File: config.mk
export PLATFORM = sky130hd
export DESIGN_NAME = ball_motion_flat
export DESIGN_NICKNAME = d
export VERILOG_FILES = /design/src/rtl/ball_motion_pkg.sv /design/src/rtl/ball_motion_if.sv /design/src/rtl/lfsr10.sv /design/src/rtl/ball_motion.sv /design/src/flat_wrapper.sv
export SDC_FILE = /design/constraint.sdc
export NUM_CORES = 1
export LEC_CHECK = 0
export BUFFER_PORTS_ARGS = -buffer_cell sky130_fd_sc_hd__buf_2
export CORE_ASPECT_RATIO = 1.1
export CORE_MARGIN = 5
export CORE_UTILIZATION = 45
export CTS_BUF_LIST = sky130_fd_sc_hd__clkbuf_8
export CTS_CLUSTER_SIZE = 8
export DETAILED_ROUTE_END_ITERATION = 12
export GPL_TIMING_DRIVEN = 1
export HOLD_SLACK_MARGIN = 0.1
export PLACE_DENSITY = 0.7
export RECOVER_POWER = 100
export SLEW_MARGIN = 20
export SYNTH_ARGS = -nofsm -noshare
export SYNTH_HDL_FRONTEND = slang
export SYNTH_HIERARCHICAL = 1
export SYNTH_SLANG_ARGS = --single-unit
File: constraint.sdc
create_clock -name clk -period 2.2 [get_ports clk]
set_clock_uncertainty 0.05 [all_clocks]
set_input_delay 0.11 -clock clk [delete_from_list [all_inputs] [get_ports clk]]
set_output_delay 0.11 -clock clk [all_outputs]
set_load 0.01 [all_outputs]
File: src/rtl/ball_motion_pkg.sv
// Shared definitions for the falling-ball game: screen geometry, the motion state set and the LFSR.
// Scoring and display stages import this so that every stage agrees on the catch row and the spawn sequence.
package ball_motion_pkg;

  localparam int SCREEN_W  = 640;
  localparam int SCREEN_H  = 480;
  localparam int CATCH_ROW = 455;

  localparam logic [9:0] X_RESET = 10'd320;

  // x^10 + x^7 + 1: feedback from stages 10 and 7 of the shift register.
  localparam logic [9:0] LFSR_SEED   = 10'h2A5;
  localparam int         LFSR_TAP_HI = 9;
  localparam int         LFSR_TAP_LO = 6;

  typedef enum logic [2:0] {
    S_IDLE,
    S_SPAWN,
    S_FALL,
    S_DECIDE,
    S_HOLD,
    S_FROZEN
  } ball_state_t;

  typedef struct packed {
    logic [9:0] x;
    logic [9:0] y;
  } ball_pos_t;

  function automatic logic [9:0] lfsr_next(input logic [9:0] q);
    return {q[8:0], q[LFSR_TAP_HI] ^ q[LFSR_TAP_LO]};
  endfunction

  // One frame of descent. The sum is one bit wider than Y so a large step cannot wrap past the catch row.
  function automatic logic [9:0] fall_step(input logic [9:0] y, input logic [3:0] spd,
                                           input logic [9:0] limit);
    logic [10:0] sum;
    sum = {1'b0, y} + {7'b0, spd};
    return (sum >= {1'b0, limit}) ? limit : sum[9:0];
  endfunction

endpackage

File: src/rtl/ball_motion_if.sv
// Control and position bundle between the ball motion block and the game stages around it.
// The master side drives the frame strobe and game events; the slave side returns the ball state.
interface ball_motion_if;

  logic       frame_tick;
  logic       new_game;
  logic       respawn;
  logic       caught;
  logic       win;
  logic [9:0] Xball;
  logic [9:0] Yball;
  logic       ball_active;
  logic [3:0] speed;

  modport master (
    output frame_tick, new_game, respawn, caught, win,
    input  Xball, Yball, ball_active, speed
  );

  modport slave (
    input  frame_tick, new_game, respawn, caught, win,
    output Xball, Yball, ball_active, speed
  );

endinterface

File: src/rtl/lfsr10.sv
// Free-running 10-bit Fibonacci LFSR used to pick spawn columns.
// Seeded non-zero and maximal-length, so it never reaches the all-zero lock-up state.
module lfsr10
  import ball_motion_pkg::*;
(
  input  logic       clk,
  input  logic       rst_n,
  output logic [9:0] q
);

  // NOTE: sequential state is always written with <= so every flop samples pre-edge values.
  always_ff @(posedge clk or negedge rst_n) begin
    if (!rst_n) begin
      q <= LFSR_SEED;
    end else begin
      q <= lfsr_next(q);
    end
  end

endmodule

File: src/rtl/ball_motion.sv
// Ball motion engine: spawns the ball at a pseudo-random column, drops it one step per frame,
// reports a single catch-row cycle per descent, and adapts fall speed to the catch history.
module ball_motion
  import ball_motion_pkg::*;
#(
  parameter int RADIUS      = 10,
  parameter int SPAWN_Y     = 20,
  parameter int CATCH_Y     = CATCH_ROW,
  parameter int X_BASE      = 64,
  parameter int HOLD_FRAMES = 30,
  parameter int SPEEDUP     = 4,
  parameter int MAX_SPEED   = 8
) (
  input logic          clk,
  input logic          rst_n,
  ball_motion_if.slave bus
);

  localparam int         CATCH_W   = $clog2(SPEEDUP + 1);
  localparam int         FRAME_W   = $clog2(HOLD_FRAMES + 1);
  localparam logic [9:0] CATCH_Y_V = 10'(CATCH_Y);
  localparam logic [9:0] SPAWN_Y_V = 10'(SPAWN_Y);
  localparam logic [9:0] X_BASE_V  = 10'(X_BASE);
  localparam logic [3:0] MAX_SPD_V = 4'(MAX_SPEED);

  // The whole ball, radius included, must stay on screen over the full spawn and fall range.
  if (X_BASE < RADIUS || X_BASE + 511 + RADIUS >= SCREEN_W) begin : g_bad_x_range
    $error("ball_motion: spawn column range leaves the screen");
  end
  if (SPAWN_Y < RADIUS || CATCH_Y + RADIUS >= SCREEN_H || MAX_SPEED > 15) begin : g_bad_y_range
    $error("ball_motion: vertical range or speed limit out of bounds");
  end

  logic [1:0]         rst_sync;
  logic               rst_core_n;
  logic [9:0]         lfsr_q;
  logic               unused_lfsr_msb;
  ball_state_t        state;
  ball_pos_t          pos;
  logic               active_q;
  logic [3:0]         speed_q;
  logic [CATCH_W-1:0] catch_cnt;
  logic [FRAME_W-1:0] frame_cnt;
  logic [9:0]         y_next;

  // NOTE: reset asserts immediately but releases two clocks later, so no flop leaves reset
  // on an edge that races the external deassertion.
  always_ff @(posedge clk or negedge rst_n) begin
    if (!rst_n) begin
      rst_sync <= 2'b00;
    end else begin
      rst_sync <= {rst_sync[0], 1'b1};
    end
  end

  assign rst_core_n = rst_sync[1];

  lfsr10 u_lfsr (
    .clk   (clk),
    .rst_n (rst_core_n),
    .q     (lfsr_q)
  );

  // Spawn columns only need 9 random bits.
  assign unused_lfsr_msb = lfsr_q[9];

  assign y_next = fall_step(pos.y, speed_q, CATCH_Y_V);

  always_ff @(posedge clk or negedge rst_core_n) begin
    if (!rst_core_n) begin
      state     <= S_IDLE;
      pos.x     <= X_RESET;
      pos.y     <= '0;
      active_q  <= 1'b0;
      speed_q   <= 4'd1;
      catch_cnt <= '0;
      frame_cnt <= '0;
    end else if (bus.win && state != S_IDLE) begin
      // Freeze in place: position is kept so the final frame stays on screen.
      state    <= S_FROZEN;
      active_q <= 1'b0;
    end else if (bus.new_game && (state == S_IDLE || state == S_FALL ||
                                  state == S_HOLD || state == S_FROZEN)) begin
      state     <= S_SPAWN;
      active_q  <= 1'b0;
      speed_q   <= 4'd1;
      catch_cnt <= '0;
    end else begin
      case (state)
        S_SPAWN: begin
          pos.x    <= X_BASE_V + {1'b0, lfsr_q[8:0]};
          pos.y    <= SPAWN_Y_V;
          active_q <= 1'b1;
          state    <= S_FALL;
        end
        S_FALL: begin
          if (bus.frame_tick) begin
            pos.y <= y_next;
            if (y_next == CATCH_Y_V) begin
              state <= S_DECIDE;
            end
          end
        end
        S_DECIDE: begin
          // The catch row is visible for this single cycle, then the ball parks off the play field.
          pos.y     <= '0;
          active_q  <= 1'b0;
          frame_cnt <= '0;
          state     <= S_HOLD;
          if (bus.caught) begin
            if (catch_cnt == CATCH_W'(SPEEDUP - 1)) begin
              catch_cnt <= '0;
              if (speed_q != MAX_SPD_V) begin
                speed_q <= speed_q + 4'd1;
              end
            end else begin
              catch_cnt <= catch_cnt + CATCH_W'(1);
            end
          end else if (bus.respawn) begin
            speed_q   <= 4'd1;
            catch_cnt <= '0;
          end
        end
        S_HOLD: begin
          if (bus.frame_tick) begin
            if (frame_cnt == FRAME_W'(HOLD_FRAMES - 1)) begin
              frame_cnt <= '0;
              state     <= S_SPAWN;
            end else begin
              frame_cnt <= frame_cnt + FRAME_W'(1);
            end
          end
        end
        default: ;
      endcase
    end
  end

  assign bus.Xball       = pos.x;
  assign bus.Yball       = pos.y;
  assign bus.ball_active = active_q;
  assign bus.speed       = speed_q;

endmodule

File: src/flat_wrapper.sv
// flat-port wrapper written by rule: the top's interface ports become plain ports
module ball_motion_flat import ball_motion_pkg::*;
#(
  parameter int RADIUS      = 10,
  parameter int SPAWN_Y     = 20,
  parameter int CATCH_Y     = CATCH_ROW,
  parameter int X_BASE      = 64,
  parameter int HOLD_FRAMES = 30,
  parameter int SPEEDUP     = 4,
  parameter int MAX_SPEED   = 8
)
  (clk, rst_n, bus_frame_tick, bus_new_game, bus_respawn, bus_caught, bus_win, bus_Xball, bus_Yball, bus_ball_active, bus_speed);
  ball_motion_if bus_i ();
  input logic clk;
  input logic rst_n;
  input wire logic [$bits(bus_i.frame_tick)-1:0] bus_frame_tick;
  input wire logic [$bits(bus_i.new_game)-1:0] bus_new_game;
  input wire logic [$bits(bus_i.respawn)-1:0] bus_respawn;
  input wire logic [$bits(bus_i.caught)-1:0] bus_caught;
  input wire logic [$bits(bus_i.win)-1:0] bus_win;
  output wire logic [$bits(bus_i.Xball)-1:0] bus_Xball;
  output wire logic [$bits(bus_i.Yball)-1:0] bus_Yball;
  output wire logic [$bits(bus_i.ball_active)-1:0] bus_ball_active;
  output wire logic [$bits(bus_i.speed)-1:0] bus_speed;
  assign bus_i.frame_tick = bus_frame_tick;
  assign bus_i.new_game = bus_new_game;
  assign bus_i.respawn = bus_respawn;
  assign bus_i.caught = bus_caught;
  assign bus_i.win = bus_win;
  assign bus_Xball = bus_i.Xball;
  assign bus_Yball = bus_i.Yball;
  assign bus_ball_active = bus_i.ball_active;
  assign bus_speed = bus_i.speed;
  ball_motion #(.RADIUS(RADIUS), .SPAWN_Y(SPAWN_Y), .CATCH_Y(CATCH_Y), .X_BASE(X_BASE), .HOLD_FRAMES(HOLD_FRAMES), .SPEEDUP(SPEEDUP), .MAX_SPEED(MAX_SPEED)) u_core (.clk(clk), .rst_n(rst_n), .bus(bus_i));
endmodule
==> results of run 1 <==
-- layout make-up --
type	instances	area, sq um	share of cell area
sequential	48	1210	0.387
tap	75	93.8	0.0300
multi-input combinational	181	1260	0.403
clock buffer	5	68.8	0.0220
clock inverter	3	46.3	0.0148
timing repair buffer	64	392	0.125
inverter	15	56.3	0.0180
-- worst max-delay path: stages, from the launching register on --
cell and delay, ps:
dfstp_2 560, ha_4 140, inv_2 30, fa_2 350
nand2b_4 160, a21o_1 160, and3_4 170, a211o_4 370
o41a_1 330, o21ai_2 110
-- flip-flops by register name, indices dropped and copies added (netlist names) --
name / count
u_core/bus.ball_active: 1
u_core/catch_cnt: 3
u_core/frame_cnt: 5
u_core/u_lfsr/q: 10
u_core/state: 3
u_core/bus.Yball: 10
u_core/bus.Xball: 10
u_core/bus.speed: 4
u_core/rst_sync: 2
-- metrics by stage --
stage / hold slack [ps] / util
after global routing: 205 / 0.583
final: 193 / 0.583
after floorplan: -236 / -
after global placement: -154 / 0.549
after detailed placement: -153 / 0.549
after CTS: 173 / 0.585
-- power by group --
group          switching (W)  internal [W]  leakage [nW]
Combinational       0.000502      0.000441         0.730
Clock               0.000293      0.000342        0.0548
Sequential          0.000146       0.00101         0.620
Total               0.000941       0.00179          1.40
-- cell usage after synthesis (2+ instances only) --
cell type / n
a211oi_1: 3
a21o_1: 4
a21oi_1: 14
a221oi_1: 2
a22o_1: 2
a31oi_1: 4
a32oi_1: 2
and2_1: 2
and3_1: 2
buf_2: 4
clkbuf_1: 3
dfrtp_1: 40
dfstp_2: 8
ha_1: 10
inv_1: 15
mux2_2: 8
mux2i_1: 3
nand2_1: 21
nand2b_1: 4
nand3_1: 7
nand4_1: 4
nor2_1: 18
nor2b_1: 3
nor3_1: 3
nor3b_1: 3
nor4_1: 2
o21ai_0: 28
o21bai_1: 3
o31ai_1: 2
or2_2: 4
xnor2_1: 2
xor2_1: 2
-- per-layer routing --
layer	vias up	wire (um)	part of all wire	GRT usage
met5	-	0	0	0
met4	0	19	0.0036	0.0384
met3	2	182	0.035	0.0309
met2	34	2550	0.49	0.269
met1	1025	2510	0.48	0.218
li1	1024	-	-	-
-- worst max-delay path by stage --
stage / cells after the start / end
after global routing: 9 / u_core/bus.Yball[0]
after global placement: 9 / u_core/bus.Yball[5]
after CTS: 9 / u_core/bus.Yball[5]
final: 9 / u_core/bus.Yball[4]
after floorplan: 9 / u_core/bus.Yball[4]
after detailed placement: 9 / u_core/bus.Yball[5]
-- cells by family after synthesis --
kind of cell,count (synthesis),synth area share
AOI/OAI and AO/OA,75,0.192
xor gates and xnor gates,4,0.0142
adders and majority gates,11,0.0587
buffers and inverters,22,0.0354
DFF,48,0.490
muxes,11,0.0486
other,1,0.00152
and+or+nand+nor,79,0.160
-- what timing repair did --
item,CTS,global route
pin swaps,1,1
gates cloned,0,0
gates resized for setup,9,8
setup buffers,1,0
hold buffers,4,0
hold endpoints to repair,4,0
setup endpoints to repair,10,10
==> results_dict.tcl, run 1 <==
set metrics [dict create \
    cp_data_arrival_time_ps 2670 \
    hold_end "u_core/bus.ball_active" \
    place_ws_ps -287 \
    worstSkewPairLatency_ps 300 \
    yosysWarnings 6 \
    r2r_end "u_core/bus.Yball[4]" \
    failed_checks "negative setup slack" \
    rows 28 \
    setup-violations-final 10 \
    vdd_drop_max_uv 505 \
    grt_max_degree 27 \
    drc 0 \
    synth_top_area_frac 0.405 \
    setup-tns-final_ps -2190 \
    path_clk_slew_ps 90 \
    hold_path_startpoint "bus_new_game" \
    fin_cells 391 \
    rsz0062_at_grt "yes" \
    crit_path_start "u_core/bus.speed[0]" \
    cts_root_buffer "clkbuf_8" \
    drive_gt1_frac 0.269 \
    numCtsBuffers 5 \
    worstMarginPinSlew_ps 765 \
    grtUsageTotal 0.161 \
    grt_pass1_wl_um 9130 \
    num_antenna_cells 0 \
    wl_um 5260 \
    end_kind "register" \
    synthArstFlopShare 1.00 \
    finalHoldViolations 0 \
    htreeDepth 2 \
    startpoint_type "register" \
    synth_area_sq_um 2470 \
    final_common_cell "dfrtp_1" \
    fp.dieH_um 87.8 \
    postSynthAreaPerCell_sq_um 9.86 \
    dr.first_iter.drc_count 121 \
    maxCapViolations 0 \
    dp_hpwl_um 3890 \
    antenna_found_initial 0 \
    timing.rr.start "u_core/bus.speed[0]" \
    ys_types 51 \
    dp.cells 378 \
    grt_pass1_vias 1987 \
    p_leak_nw 1.40 \
    die_area_sq_um 7080 \
    fin_area_sq_um 3130 \
    final_cell_mix "dfrtp_1 (40), buf_4 (24), o21ai_0 (22)" \
    critical_path_class "reg2reg" \
    reg2reg_slack_ps -290 \
    total_power_w 0.00273 \
    gr-total-overflow 0 \
    fp.coreArea_sq_um 5360 \
    io_pins 32 \
    crit_fanout 6 \
    synth_flop_cell "dfrtp_1" \
    synth-edff-count 0 \
    fillers 473 \
    hold_class "in2reg" \
    num-nets-final 333 \
    io_buffers 31 \
    fmax_ghz 0.401 \
    maxSlewHeadroom 0.490 \
    clock_sinks 48 \
    gp_congestion 0.806 \
    p_per_area_nw_per_um2 873 \
    finalMaxSlewViolations 0 \
    hold_depth 3 \
    vias_per_cell 5.33 \
    die_x_um 80.7 \
    dr.pass1.iters 4 \
    synth_nets 269 \
    fin_crit_ps 2490 \
    worst_slack_ps -292 \
    ys_ff_latch 48 \
    cts_max_path_buffers 2 \
    synthCells 251 \
    worst-endpoint-required_ps 2380 \
    fin_crit_sh 1.13 \
    yosysSeqAreaShare 0.490 \
    wl_per_cell_um 13.5 \
    ff2ff_path_depth 9 \
    cts_tree "built" \
    ant_nets 0 \
    place_area_sq_um 2940 \
    start_util 0.461 \
    yosysTopAreaCell "dfrtp_1" \
    netlist_top_cells_area "dfrtp_1 (40%), dfstp_2 (8.5%), o21ai_0 (5.7%)" \
    area_growth_pct 26.4 \
    vias 2085 \
    status "complete, but fails checks" \
]
Power figures use the tool's default switching activity.
==> inputs of run 2 (changes only) <==
--- a/config.mk
+++ b/config.mk
@@ -15,7 +15,6 @@
 export GPL_TIMING_DRIVEN = 1
 export HOLD_SLACK_MARGIN = 0.1
 export PLACE_DENSITY = 0.7
-export RECOVER_POWER = 100
 export SLEW_MARGIN = 20
 export SYNTH_ARGS = -nofsm -noshare
 export SYNTH_HDL_FRONTEND = slang
==> run 2 against run 1 <==
  * The run still ends with negative setup slack left
  * Worst hold slack got worse by 26 ps
  * Via count stayed put
  * Fmax is essentially flat
  * Largest power group unchanged
  * Highest routed layer unchanged
==> results_dict.tcl, run 2 (synthesized netlist as in run 1, its figures left out) <==
set metrics [dict create \
    dp_hpwl_um 3890 \
    comb_power_share 0.349 \
    p_sw_w 0.000939 \
    worst-endpoint-required_ps 2380 \
    vias_per_cell 5.33 \
    cts_root_buffer "clkbuf_8" \
    final_util 0.591 \
    failed_checks "negative setup slack" \
    fin_cells 391 \
    ant_nets 0 \
    status "complete, but fails checks" \
    fp.dieH_um 87.8 \
    dr.first_iter.drc_count 129 \
    grt_max_degree 27 \
    die_x_um 80.7 \
    p_sw_frac 0.342 \
    finalMaxSlewViolations 0 \
    dp.cells 378 \
    fin_crit_sh 1.13 \
    setup-tns-final_ps -2180 \
    cp_data_arrival_time_ps 2680 \
    start_util 0.461 \
    crit_fanout 6 \
    grtUsageTotal 0.161 \
    gp_congestion 0.806 \
    drive_gt1_frac 0.339 \
    num-nets-final 333 \
    area_growth_pct 28.1 \
    cts_tree "built" \
    fin_crit_ps 2490 \
    power.internal_w 0.00181 \
    cts_max_path_buffers 2 \
    p_leak_nw 1.48 \
    startpoint_type "register" \
    p_per_area_nw_per_um2 867 \
    num_antenna_cells 0 \
    dr.pass1.iters 4 \
    seq_power_share 0.419 \
    htreeDepth 2 \
    place_ws_ps -287 \
    vdd_drop_max_uv 506 \
    total_power_w 0.00275 \
    numCtsBuffers 5 \
    fmax_ghz 0.401 \
    pwr-share-clk 0.232 \
    wl_um 5260 \
    clock_sinks 48 \
    setup-violations-final 10 \
    finalHoldViolations 0 \
    worstSkewPairLatency_ps 300 \
    final_common_cell "dfrtp_1" \
    die_area_sq_um 7080 \
    io_pins 32 \
    critical_path_class "reg2reg" \
    ff2ff_path_depth 9 \
    gr-total-overflow 0 \
    fp.coreArea_sq_um 5360 \
    grt_pass1_wl_um 9130 \
    vias 2085 \
    drc 0 \
    end_kind "register" \
    wl_per_cell_um 13.4 \
    io_buffers 31 \
    worst_slack_ps -295 \
    maxCapViolations 0 \
    rows 28 \
    path_clk_slew_ps 90 \
    rsz0062_at_grt "yes" \
    hold_class "reg2async" \
    antenna_found_initial 0 \
    final_cell_mix "dfrtp_1 (39), buf_2 (31), buf_4 (26)" \
    grt_pass1_vias 1987 \
]
-- run 2: power by group through the flow --
stage / clock (W) / combinational, W / sequential (W)
6_report: 0.000636 / 0.000959 / 0.00115
5_1_grt: 0.000701 / 0.00107 / 0.00117
4_1_cts: 0.000662 / 0.000946 / 0.00115
3_5_place_dp: 0 / 0.000922 / 0.00117
3_3_place_gp: 0 / 0.000904 / 0.00116
2_1_floorplan: 0 / 0.000577 / 0.00116
-- run 2: area by class of cell --
cell class                 count  area [sq um]
fill                         461          2190
inverter                      15          56.3
timing repair buffer          64           433
clock buffer                   5          68.8
clock inverter                 3          46.3
multi-input combinational    181          1260
sequential                    48          1210
tap                           75          93.8
-- run 2: per-layer routing --
layer  track usage  vias to the layer above  routed length (um)
li1              -                     1024                   -
met1         0.218                     1019                2460
met2         0.269                       40                2570
met3        0.0309                        2                 203
met4        0.0384                        0                  19
met5             0                        -                   0
-- run 2: worst paths after layout --
path | from | endpoint | slack, ps
setup / recovery | u_core/bus.speed[0] | u_core/bus.Yball[4] | -290
setup reg to reg | u_core/bus.speed[0] | u_core/bus.Yball[4] | -290
min in group clk | bus_new_game | u_core/bus.ball_active | 190
max in group asynchronous | rst_n | u_core/rst_sync[1] | 1360
hold reg to reg | u_core/rst_sync[1] | u_core/bus.Xball[4] | 170
hold / removal | u_core/rst_sync[1] | u_core/bus.Xball[4] | 170
-- run 2: through the flow --
step / instance area (sq um) / hold WS [ps]
detailed placement: 2940 / -153
floorplan: 2500 / -236
global route: 3170 / 205
global placement: 2940 / -154
finish: 3170 / 167
CTS: 3140 / 173
-- run 2: timing repair --
item / CTS / global route
hold buffers: 4 / 0
endpoints found under the setup margin: 10 / 10
gates resized for setup: 9 / 8
pin swaps: 1 / 1
buffers inserted: 1 / 0
endpoints found under the hold margin: 4 / 0
-- run 2: critical path, stage by stage, from the launching register on --
cell and delay (ps):
dfstp_2 560, ha_4 140, inv_2 30, fa_2 350
nand2b_4 160, a21o_1 160, and3_4 170, a211o_4 370
o41a_1 330, o21ai_2 110
